$ cat src/rtl/ppu_vga_sink_if.sv
// rtl/ppu_vga_sink_if.sv - PPU pixel write stream into the VGA sink line banks
interface ppu_vga_sink_if;
  logic [5:0] VGA_STREAM_DATA;
  logic [7:0] PPU_PTR_X;
  logic [7:0] PPU_PTR_Y;
  logic       STREAM_VALID;

  modport master (output VGA_STREAM_DATA, PPU_PTR_X, PPU_PTR_Y, STREAM_VALID);
  modport slave  (input  VGA_STREAM_DATA, PPU_PTR_X, PPU_PTR_Y, STREAM_VALID);
endinterface

$ cat src/rtl/ppu_vga_sink.sv
// rtl/ppu_vga_sink.sv - Double line-buffered PPU to 640x480 VGA sink with underrun flag
module ppu_vga_sink #(
  parameter int         H_TOTAL       = 800,
  parameter int         V_TOTAL       = 525,
  parameter logic [5:0] BORDER_COLOUR = 6'h0F
) (
  input  logic                 PPU_SLOW_CLOCK,
  input  logic                 RST_N,
  ppu_vga_sink_if.slave        stream,
  input  logic                 CLR_ERR,
  output logic                 VGA_HS,
  output logic                 VGA_VS,
  output logic                 VGA_DE,
  output logic [5:0]           VGA_COLOUR,
  output logic [9:0]           VGA_X,
  output logic [9:0]           VGA_Y,
  output logic                 UNDERRUN
);
  localparam logic [9:0] H_LAST = 10'(H_TOTAL - 1);
  localparam logic [9:0] V_LAST = 10'(V_TOTAL - 1);

  logic [5:0]      line_ram [0:511];
  logic [1:0][7:0] tag;
  logic [1:0]      tag_valid;
  logic [9:0]      h, v;
  logic [5:0]      rd_data;
  logic [9:0]      h_q, v_q;
  logic            pix_ok_q, stage_vld_q;

  logic            wr_en, wr_bank, in_image, tag_hit, vis_q;
  logic [7:0]      src_col;

  always_comb begin
    wr_en    = stream.STREAM_VALID && (stream.PPU_PTR_Y < 8'd240);
    wr_bank  = stream.PPU_PTR_Y[0];
    in_image = (h >= 10'd64) && (h < 10'd576) && (v < 10'd480);
    src_col  = 8'((h - 10'd64) >> 1);
    // Source line is v>>1, so its bank is v[1]; tags are compared before this cycle's write.
    tag_hit  = tag_valid[v[1]] && ({1'b0, tag[v[1]]} == v[9:1]);
    vis_q    = (h_q < 10'd640) && (v_q < 10'd480);
  end

  // Line banks are not reset; the non-blocking read returns pre-write data on a collision.
  always_ff @(posedge PPU_SLOW_CLOCK) begin
    if (wr_en)
      line_ram[{wr_bank, stream.PPU_PTR_X}] <= stream.VGA_STREAM_DATA;
    rd_data <= line_ram[{v[1], src_col}];
  end

  always_ff @(posedge PPU_SLOW_CLOCK or negedge RST_N) begin
    if (!RST_N) begin
      h           <= '0;
      v           <= '0;
      tag         <= '0;
      tag_valid   <= '0;
      UNDERRUN    <= 1'b0;
      h_q         <= '0;
      v_q         <= '0;
      pix_ok_q    <= 1'b0;
      stage_vld_q <= 1'b0;
      VGA_HS      <= 1'b1;
      VGA_VS      <= 1'b1;
      VGA_DE      <= 1'b0;
      VGA_COLOUR  <= '0;
      VGA_X       <= '0;
      VGA_Y       <= '0;
    end else begin
      if (h == H_LAST) begin
        h <= '0;
        v <= (v == V_LAST) ? 10'd0 : v + 10'd1;
      end else begin
        h <= h + 10'd1;
      end

      if (wr_en && stream.PPU_PTR_X == 8'd0) begin
        tag[wr_bank]       <= stream.PPU_PTR_Y;
        tag_valid[wr_bank] <= 1'b0;
      end else if (wr_en && stream.PPU_PTR_X == 8'hFF) begin
        tag_valid[wr_bank] <= 1'b1;
      end

      if (in_image && !tag_hit)
        UNDERRUN <= 1'b1;
      else if (CLR_ERR)
        UNDERRUN <= 1'b0;

      h_q         <= h;
      v_q         <= v;
      pix_ok_q    <= in_image && tag_hit;
      stage_vld_q <= 1'b1;

      // Output stage holds reset values until the first counter state reaches it.
      if (stage_vld_q) begin
        VGA_HS     <= !((h_q >= 10'd656) && (h_q <= 10'd751));
        VGA_VS     <= !((v_q >= 10'd490) && (v_q <= 10'd491));
        VGA_DE     <= vis_q;
        VGA_X      <= h_q;
        VGA_Y      <= v_q;
        VGA_COLOUR <= !vis_q ? 6'd0 : (pix_ok_q ? rd_data : BORDER_COLOUR);
      end
    end
  end
endmodule

$ cat src/flat_wrapper.sv
// flat-port wrapper written by rule: the top's interface ports become plain ports
module ppu_vga_sink_flat 
#(
  parameter int         H_TOTAL       = 800,
  parameter int         V_TOTAL       = 525,
  parameter logic [5:0] BORDER_COLOUR = 6'h0F
)
  (PPU_SLOW_CLOCK, RST_N, CLR_ERR, VGA_HS, VGA_VS, VGA_DE, VGA_COLOUR, VGA_X, VGA_Y, UNDERRUN, stream_VGA_STREAM_DATA, stream_PPU_PTR_X, stream_PPU_PTR_Y, stream_STREAM_VALID);
  ppu_vga_sink_if stream_i ();
  input  logic PPU_SLOW_CLOCK;
  input  logic RST_N;
  input  logic CLR_ERR;
  output logic VGA_HS;
  output logic VGA_VS;
  output logic VGA_DE;
  output logic [5:0] VGA_COLOUR;
  output logic [9:0] VGA_X;
  output logic [9:0] VGA_Y;
  output logic UNDERRUN;
  input wire logic [$bits(stream_i.VGA_STREAM_DATA)-1:0] stream_VGA_STREAM_DATA;
  input wire logic [$bits(stream_i.PPU_PTR_X)-1:0] stream_PPU_PTR_X;
  input wire logic [$bits(stream_i.PPU_PTR_Y)-1:0] stream_PPU_PTR_Y;
  input wire logic [$bits(stream_i.STREAM_VALID)-1:0] stream_STREAM_VALID;
  assign stream_i.VGA_STREAM_DATA = stream_VGA_STREAM_DATA;
  assign stream_i.PPU_PTR_X = stream_PPU_PTR_X;
  assign stream_i.PPU_PTR_Y = stream_PPU_PTR_Y;
  assign stream_i.STREAM_VALID = stream_STREAM_VALID;
  ppu_vga_sink #(.H_TOTAL(H_TOTAL), .V_TOTAL(V_TOTAL), .BORDER_COLOUR(BORDER_COLOUR)) u_core (.PPU_SLOW_CLOCK(PPU_SLOW_CLOCK), .RST_N(RST_N), .stream(stream_i), .CLR_ERR(CLR_ERR), .VGA_HS(VGA_HS), .VGA_VS(VGA_VS), .VGA_DE(VGA_DE), .VGA_COLOUR(VGA_COLOUR), .VGA_X(VGA_X), .VGA_Y(VGA_Y), .UNDERRUN(UNDERRUN));
endmodule
$ cat config.mk
export PLATFORM = sky130hd
export DESIGN_NAME = ppu_vga_sink_flat
export DESIGN_NICKNAME = d
export VERILOG_FILES = /design/src/rtl/ppu_vga_sink_if.sv /design/src/rtl/ppu_vga_sink.sv /design/src/flat_wrapper.sv
export SDC_FILE = /design/constraint.sdc
export NUM_CORES = 2
export LEC_CHECK = 0
export BUFFER_PORTS_ARGS = -buffer_cell sky130_fd_sc_hd__buf_4
export CAP_MARGIN = 40
export CORE_ASPECT_RATIO = 1.1
export CORE_MARGIN = 2
export CORE_UTILIZATION = 40
export CTS_CLUSTER_SIZE = 8
export DETAILED_ROUTE_END_ITERATION = 7
export GPL_ROUTABILITY_DRIVEN = 0
export REMOVE_ABC_BUFFERS = 1
export SYNTH_ARGS = -nofsm -noshare
export SYNTH_HDL_FRONTEND = slang
export SYNTH_SLANG_ARGS = --single-unit
$ cat constraint.sdc
create_clock -name PPU_SLOW_CLOCK -period 3.2 [get_ports PPU_SLOW_CLOCK]
set_input_delay 0.16 -clock PPU_SLOW_CLOCK [delete_from_list [all_inputs] [get_ports PPU_SLOW_CLOCK]]
set_output_delay 0.16 -clock PPU_SLOW_CLOCK [all_outputs]
set_load 0.02 [all_outputs]
======== Word level (Yosys, flattened, before mapping) ========
Memory sizes are Yosys's and may differ from the RTL's. A register that Yosys moved wholly into a read port is not among the register bits.
Index checks and enable logic that the tools add are counted.
storage, ports and cells
  register bits after elaboration ......... 90
  memory bits (writable) .................. 3072
  memories ................................ 1
cells by class
  add/sub/neg operators ................... 3
  $lt $le $gt $ge ......................... 13
  equal/unequal tests ..................... 4
  muxes and demuxes ....................... 19
  bitwise operators ....................... 3
  reduce and logical (&&, ||, !) cells .... 18
memories
  memory           depth  width  read ports  clocked after Yosys merged registers in  write ports  line                text
  u_core.line_ram  512    6      1           1                                        1            ppu_vga_sink.sv:22  logic [5:0] line_ram [0:511];
operator list
  operator                                                            number
  2-to-1 mux 8 bit                                                    3
  adder 10 x 1 -> 10 bit, second input constant                       2
  == test 10 bit, second input constant                               2
  < comparator 10 bit, second input constant                          2
  < comparator 10 x 9 -> 1 bit, second input constant                 2
  2-to-1 mux 10 bit                                                   2
  bitwise mux 16 bit                                                  1
  logical AND 1 bit                                                   12
  2-to-1 mux 6 bit                                                    2
  greater-or-equal comparator 10 bit, second input constant           1
  greater-or-equal comparator 10 x 7 -> 1 bit, second input constant  1
  greater-or-equal comparator 10 x 9 -> 1 bit, second input constant  1
  <= comparator 10 bit, second input constant                         1
  <= comparator 10 x 9 -> 1 bit, second input constant                1
  == test 8 x 9 -> 1 bit                                              1
  subtractor 9 x 7 -> 9 bit, second input constant                    1
  demux 8 bit (select 1 bit)                                          1
  == test 8 bit, second input constant                                1
  zero test 8 bit                                                     1
  < comparator 8 bit, second input constant                           1
  2-to-1 mux 1 bit                                                    7
  < comparator 1 x 2 -> 1 bit, second input constant                  2
  2-to-1 mux 2 bit                                                    2
  nonzero test 2 bit                                                  2
  6 further kinds                                                     8

======== Longest topological paths before layout ========
  depth after elaboration ................. 7
  mapped depth ............................ 15
  depth with buffers taken out ............ 10

======== Least setup slack after synthesis ========
OpenSTA, ideal clock, no wires.
  path kind ............................... register -> register
  from .................................... register u_core.h[6]
  to ...................................... register u_core.rd_data[5], read port of u_core.line_ram
  library setup time ...................... 0.131 ns
  data arrival time ....................... 2.999 ns
  slack ................................... 0.070 ns
  cell stages (with the launch flop) ...... 14
  path buffers ............................ 6
  period minus slack after synthesis ...... 3.130 ns
  cells stage by stage .................... dfrtp_1 -> clkbuf_1 -> clkinv_1 -> clkbuf_1 -> buf_1 -> ha_1 -> clkbuf_1 -> clkbuf_1 -> clkbuf_1 -> o221ai_1 -> a21oi_1 -> nand2_1 -> nand3_1 -> nand4_1
between the ends
  cells in the longest elaborated chain, start to end .. 1
ends and longest elaborated chain
  what                       line                text
  from (decl)                ppu_vga_sink.sv:25  logic [9:0] h, v;
  from (signal assigned)     ppu_vga_sink.sv:72  h <= h + 10'd1;
  subtractor 9 x 7 -> 9 bit  ppu_vga_sink.sv:37  src_col = 8'((h - 10'd64) >> 1);
  to (decl)                  ppu_vga_sink.sv:26  logic [5:0] rd_data;
No other way between the ends.
A chain may end at the register's enable or synchronous reset.

======== Final worst setup path ========
  from .................................... register u_core.h[1]
  to ...................................... register u_core.rd_data[0], read port of u_core.line_ram
The elaborated chain is that of the path after synthesis.

==> flow_metrics.py <==
metrics = {
    "placement": {
        "port_buffers": 55,
        "place_ws_ns": -0.427,
        "dp_cells": 10800,
        "place_area_sq_um": 136000,
        "dp.final_hpwl_mm": 246,
    },
    "floorplanning": {
        "io_pins": 56,
        "die_area_sq_um": 315000,
        "coreArea_sq_um": 309000,
        "die_w_um": 536,
        "rows": 214,
        "die_y_um": 589,
        "initial_utilization": 0.402,
    },
    "synth": {
        "synth_top_area_frac": 0.742,
        "yosys.area.top_type": "edfxtp_1",
        "ys_warn_count": 0,
        "ys_dominant_reg_cell": "edfxtp_1",
        "ys_types": 81,
        "synthesis.area_sq_um": 124000,
        "netlist_instances": 6253,
        "ys_top_cells_by_area": "edfxtp_1 (74%), mux4_2 (12%), mux2i_1 (2.4%), dfrtp_1 (1.8%), nor2_1 (1.7%)",
        "syn_area_per_cell_sq_um": 19.9,
        "ys_seq_elements": 3168,
        "synth-edff-count": 3072,
        "synth-async-reset-ratio": 0.0284,
        "yosysSeqAreaShare": 0.761,
    },
    "detailed_routing": {
        "detail-route-antenna-nets": 0,
        "totalWireLength_mm": 381,
        "drc": 0,
        "first_iter_violations": 9556,
        "wl_per_cell_um": 33.2,
        "viasPerCell": 5.96,
        "drt_pre_antenna_iters": 5,
        "dr_total_vias": 68400,
    },
    "hold_path": {
        "whs_endpoint": "u_core.line_ram[271][1]$_DFFE_PP_",
        "hold_path.class": "in2reg",
        "hp-start": "stream_PPU_PTR_X[1]",
        "whs_path_depth": 3,
    },
    "clock_tree": {
        "clock_latency_ns": 0.95,
        "htreeDepth": 5,
        "clockBufferDepth": 4,
        "cts.sink_count": 3168,
        "root_buffer": "clkbuf_16",
        "cts_tree": "yes",
        "numCtsBuffers": 439,
        "clk_pin_slew_ns": 0.05,
    },
    "worst_setup_path": {
        "cp-end-kind": "flip-flop",
        "slowest_delay_ns": 0.53,
        "required_ns": 3.99,
        "r2r_end": "u_core.rd_data[0]$_DFF_P_",
        "worst_ep_arrival_time_ns": 4.07,
        "crit_chain": "buf_12, buf_16, buf_16, clkbuf_16, buf_4, mux4_2, nand4_1, nand2_1, o41ai_4, buf_4, a31oi_4, o31ai_2, a32oi_1",
        "path_delay_family": "buffers and inverters",
        "r2r_start": "u_core.h[1]$_DFF_PN0_",
        "crit_fanout": 7,
        "r2r_setup_slack_ns": -0.08,
        "start_kind": "flip-flop",
        "cp_num_buf_inv": 6,
        "critical_path_class": "reg2reg",
        "cp_slowest_cell": "mux4_2",
        "reg2reg_depth": 13,
    },
    "run": {
        "drv_cap": 0,
    },
    "timing": {
        "clock.fmax_ghz": 0.305,
        "setup_viol": 6,
        "slew_violations": 0,
        "final_hold_viol_count": 0,
        "relSlewSlack": 0.118,
        "rsz0062_at_grt": "yes",
        "fin_tns_setup_ns": -0.285,
        "skew_ns": 0.0828,
        "fin_ws_ns": -0.0789,
        "layout_min_cycle_time_ns": 3.28,
        "fin_crit_sh": 1.02,
        "worstMarginPinSlew_ns": 1.32,
        "fin_hold_ws_ns": 0.0503,
    },
    "outcome": {
        "failed_checks": "negative setup slack",
        "run_status": "complete, but fails checks",
    },
    "power": {
        "power_leakage_nw": 47.6,
        "power_density_nw_per_um2": 590,
        "vdd_drop_max_mv": 0.508,
        "power_mw": 88.5,
    },
    "global_route": {
        "overflow": 0,
        "grt_max_degree": 124,
        "grt_use_total": 0.238,
        "grt_pass1_vias": 69000,
        "antenna_found_initial": 17,
        "grt_pass1_wl_mm": 533,
    },
    "finish": {
        "seqCellArea_sq_um": 94600,
        "layout-drive-gt1-share": 0.305,
        "layout.cells.non_filler": 11500,
        "n_fill_cell": 25000,
        "nets": 7263,
        "multi_input_area_sq_um": 28400,
        "area_growth_pct": 20.5,
        "final_area_sq_um": 150000,
        "final_util": 0.485,
    },
}
[kinds of logic after synthesis]
kind of cell	after synthesis	share of synthesized area
xor gates and xnor gates	20	0.00141
other	1	0.0000302
and+or+nand+nor	1074	0.0363
adders and majority gates	7	0.000704
buffers and inverters	404	0.0189
muxes	1031	0.152
AOI/OAI and AO/OA	548	0.0301
DFF	3168	0.761
[routing by layer]
layer,share of wire,global-route usage,vias to the layer above
met2,0.48,0.383,3873
met5,0.000071,0,-
li1,-,-,27500
met3,0.093,0.0448,801
met4,0.052,0.110,4
met1,0.38,0.314,36200
[registers in the layout (all words and copies together), names as in the netlist, 6 cells and up, named ones only]
signal and count:
u_core.v_q 10, u_core.v 10, u_core.VGA_X 10, u_core.h_q 10
u_core.line_ram 3072, u_core.h 10, u_core.rd_data 6, u_core.tag 16
u_core.VGA_Y 10, u_core.VGA_COLOUR 6
[tightest hold or removal path, stage by stage]
cell and delay, ns:
buf_4 0.16, nand3_4 0.22, nor2_1 0.20
[synthesized netlist by cell type, drive strengths merged, types with 8 or more instances]
master   count
a221o       11
nor4        12
a22oi       72
nand2b       8
nand4       27
a2111oi     10
nand3       72
inv         12
mux2i      303
a31oi       36
o22ai       51
nand2      273
o21ai       77
o211ai      10
a211oi      35
nor3        24
a21oi      112
mux4       677
nor2       575
mux2        51
nor2b       28
buf        227
clkbuf     161
o221ai      28
xnor2       13
o31ai        8
a22o        15
edfxtp    3072
a221oi      19
and2        15
and3        10
dfrtp       88
[final cells by class]
class / instances / share of cell area
Sequential cell: 3168 / 0.632
Multi-Input combinational cell: 2681 / 0.189
Clock buffer: 560 / 0.0770
Timing Repair Buffer: 924 / 0.0647
Tap cell: 4104 / 0.0343
Clock inverter: 19 / 0.00238
Inverter: 16 / 0.000484
Antenna cell: 10 / 0.000167
[where the power goes]
group	switching (mW)	internal [mW]
Clock	16.7	24.9
Sequential	0.0236	45.6
Combinational	1.03	0.244
Total	17.7	70.8
[worst max-delay path by stage]
stage / from / to / slack [ns] / cells past startpoint
2_1_floorplan: u_core.h[1]$_DFF_PN0_ / u_core.UNDERRUN$_DFFE_PN0P_ / -38.16 / 8
3_3_place_gp: u_core.h[2]$_DFF_PN0_ / u_core.rd_data[1]$_DFF_P_ / -0.72 / 13
3_5_place_dp: u_core.h[2]$_DFF_PN0_ / u_core.rd_data[3]$_DFF_P_ / -0.43 / 11
4_1_cts: u_core.h[1]$_DFF_PN0_ / u_core.rd_data[4]$_DFF_P_ / -0.07 / 13
5_1_grt: u_core.h[1]$_DFF_PN0_ / u_core.rd_data[1]$_DFF_P_ / -0.09 / 13
6_report: u_core.h[1]$_DFF_PN0_ / u_core.rd_data[0]$_DFF_P_ / -0.08 / 13
[layout by cell type (no fill, tap or decap), types with 23 or more instances in the layout]
| cell | count |
|---|---|
| o221ai_1 | 27 |
| buf_12 | 148 |
| mux2_2 | 51 |
| dfrtp_1 | 81 |
| clkbuf_1 | 116 |
| mux4_2 | 674 |
| a22oi_1 | 63 |
| a211oi_1 | 23 |
| a21oi_1 | 98 |
| clkbuf_16 | 449 |
| edfxtp_1 | 3072 |
| nand3_1 | 64 |
| buf_6 | 28 |
| o22ai_1 | 48 |
| a31oi_1 | 32 |
| dlygate4sd3_1 | 34 |
| buf_4 | 670 |
| o21ai_0 | 55 |
| mux2i_1 | 288 |
| nand2_1 | 256 |
| nand4_1 | 27 |
| nor2_1 | 570 |
[timing repair]
| action | 4_1_cts | 5_1_grt |
|---|---|---|
| cloned | 7 | 5 |
| pin swaps | 23 | 40 |
| hold buffers | 35 | 0 |
| buffers inserted | 30 | 32 |
| hold endpoints to repair | 810 | 0 |
| setup endpoints to repair | 6 | 7 |
| resized for setup | 150 | 102 |
Power figures use the tool's default switching activity.
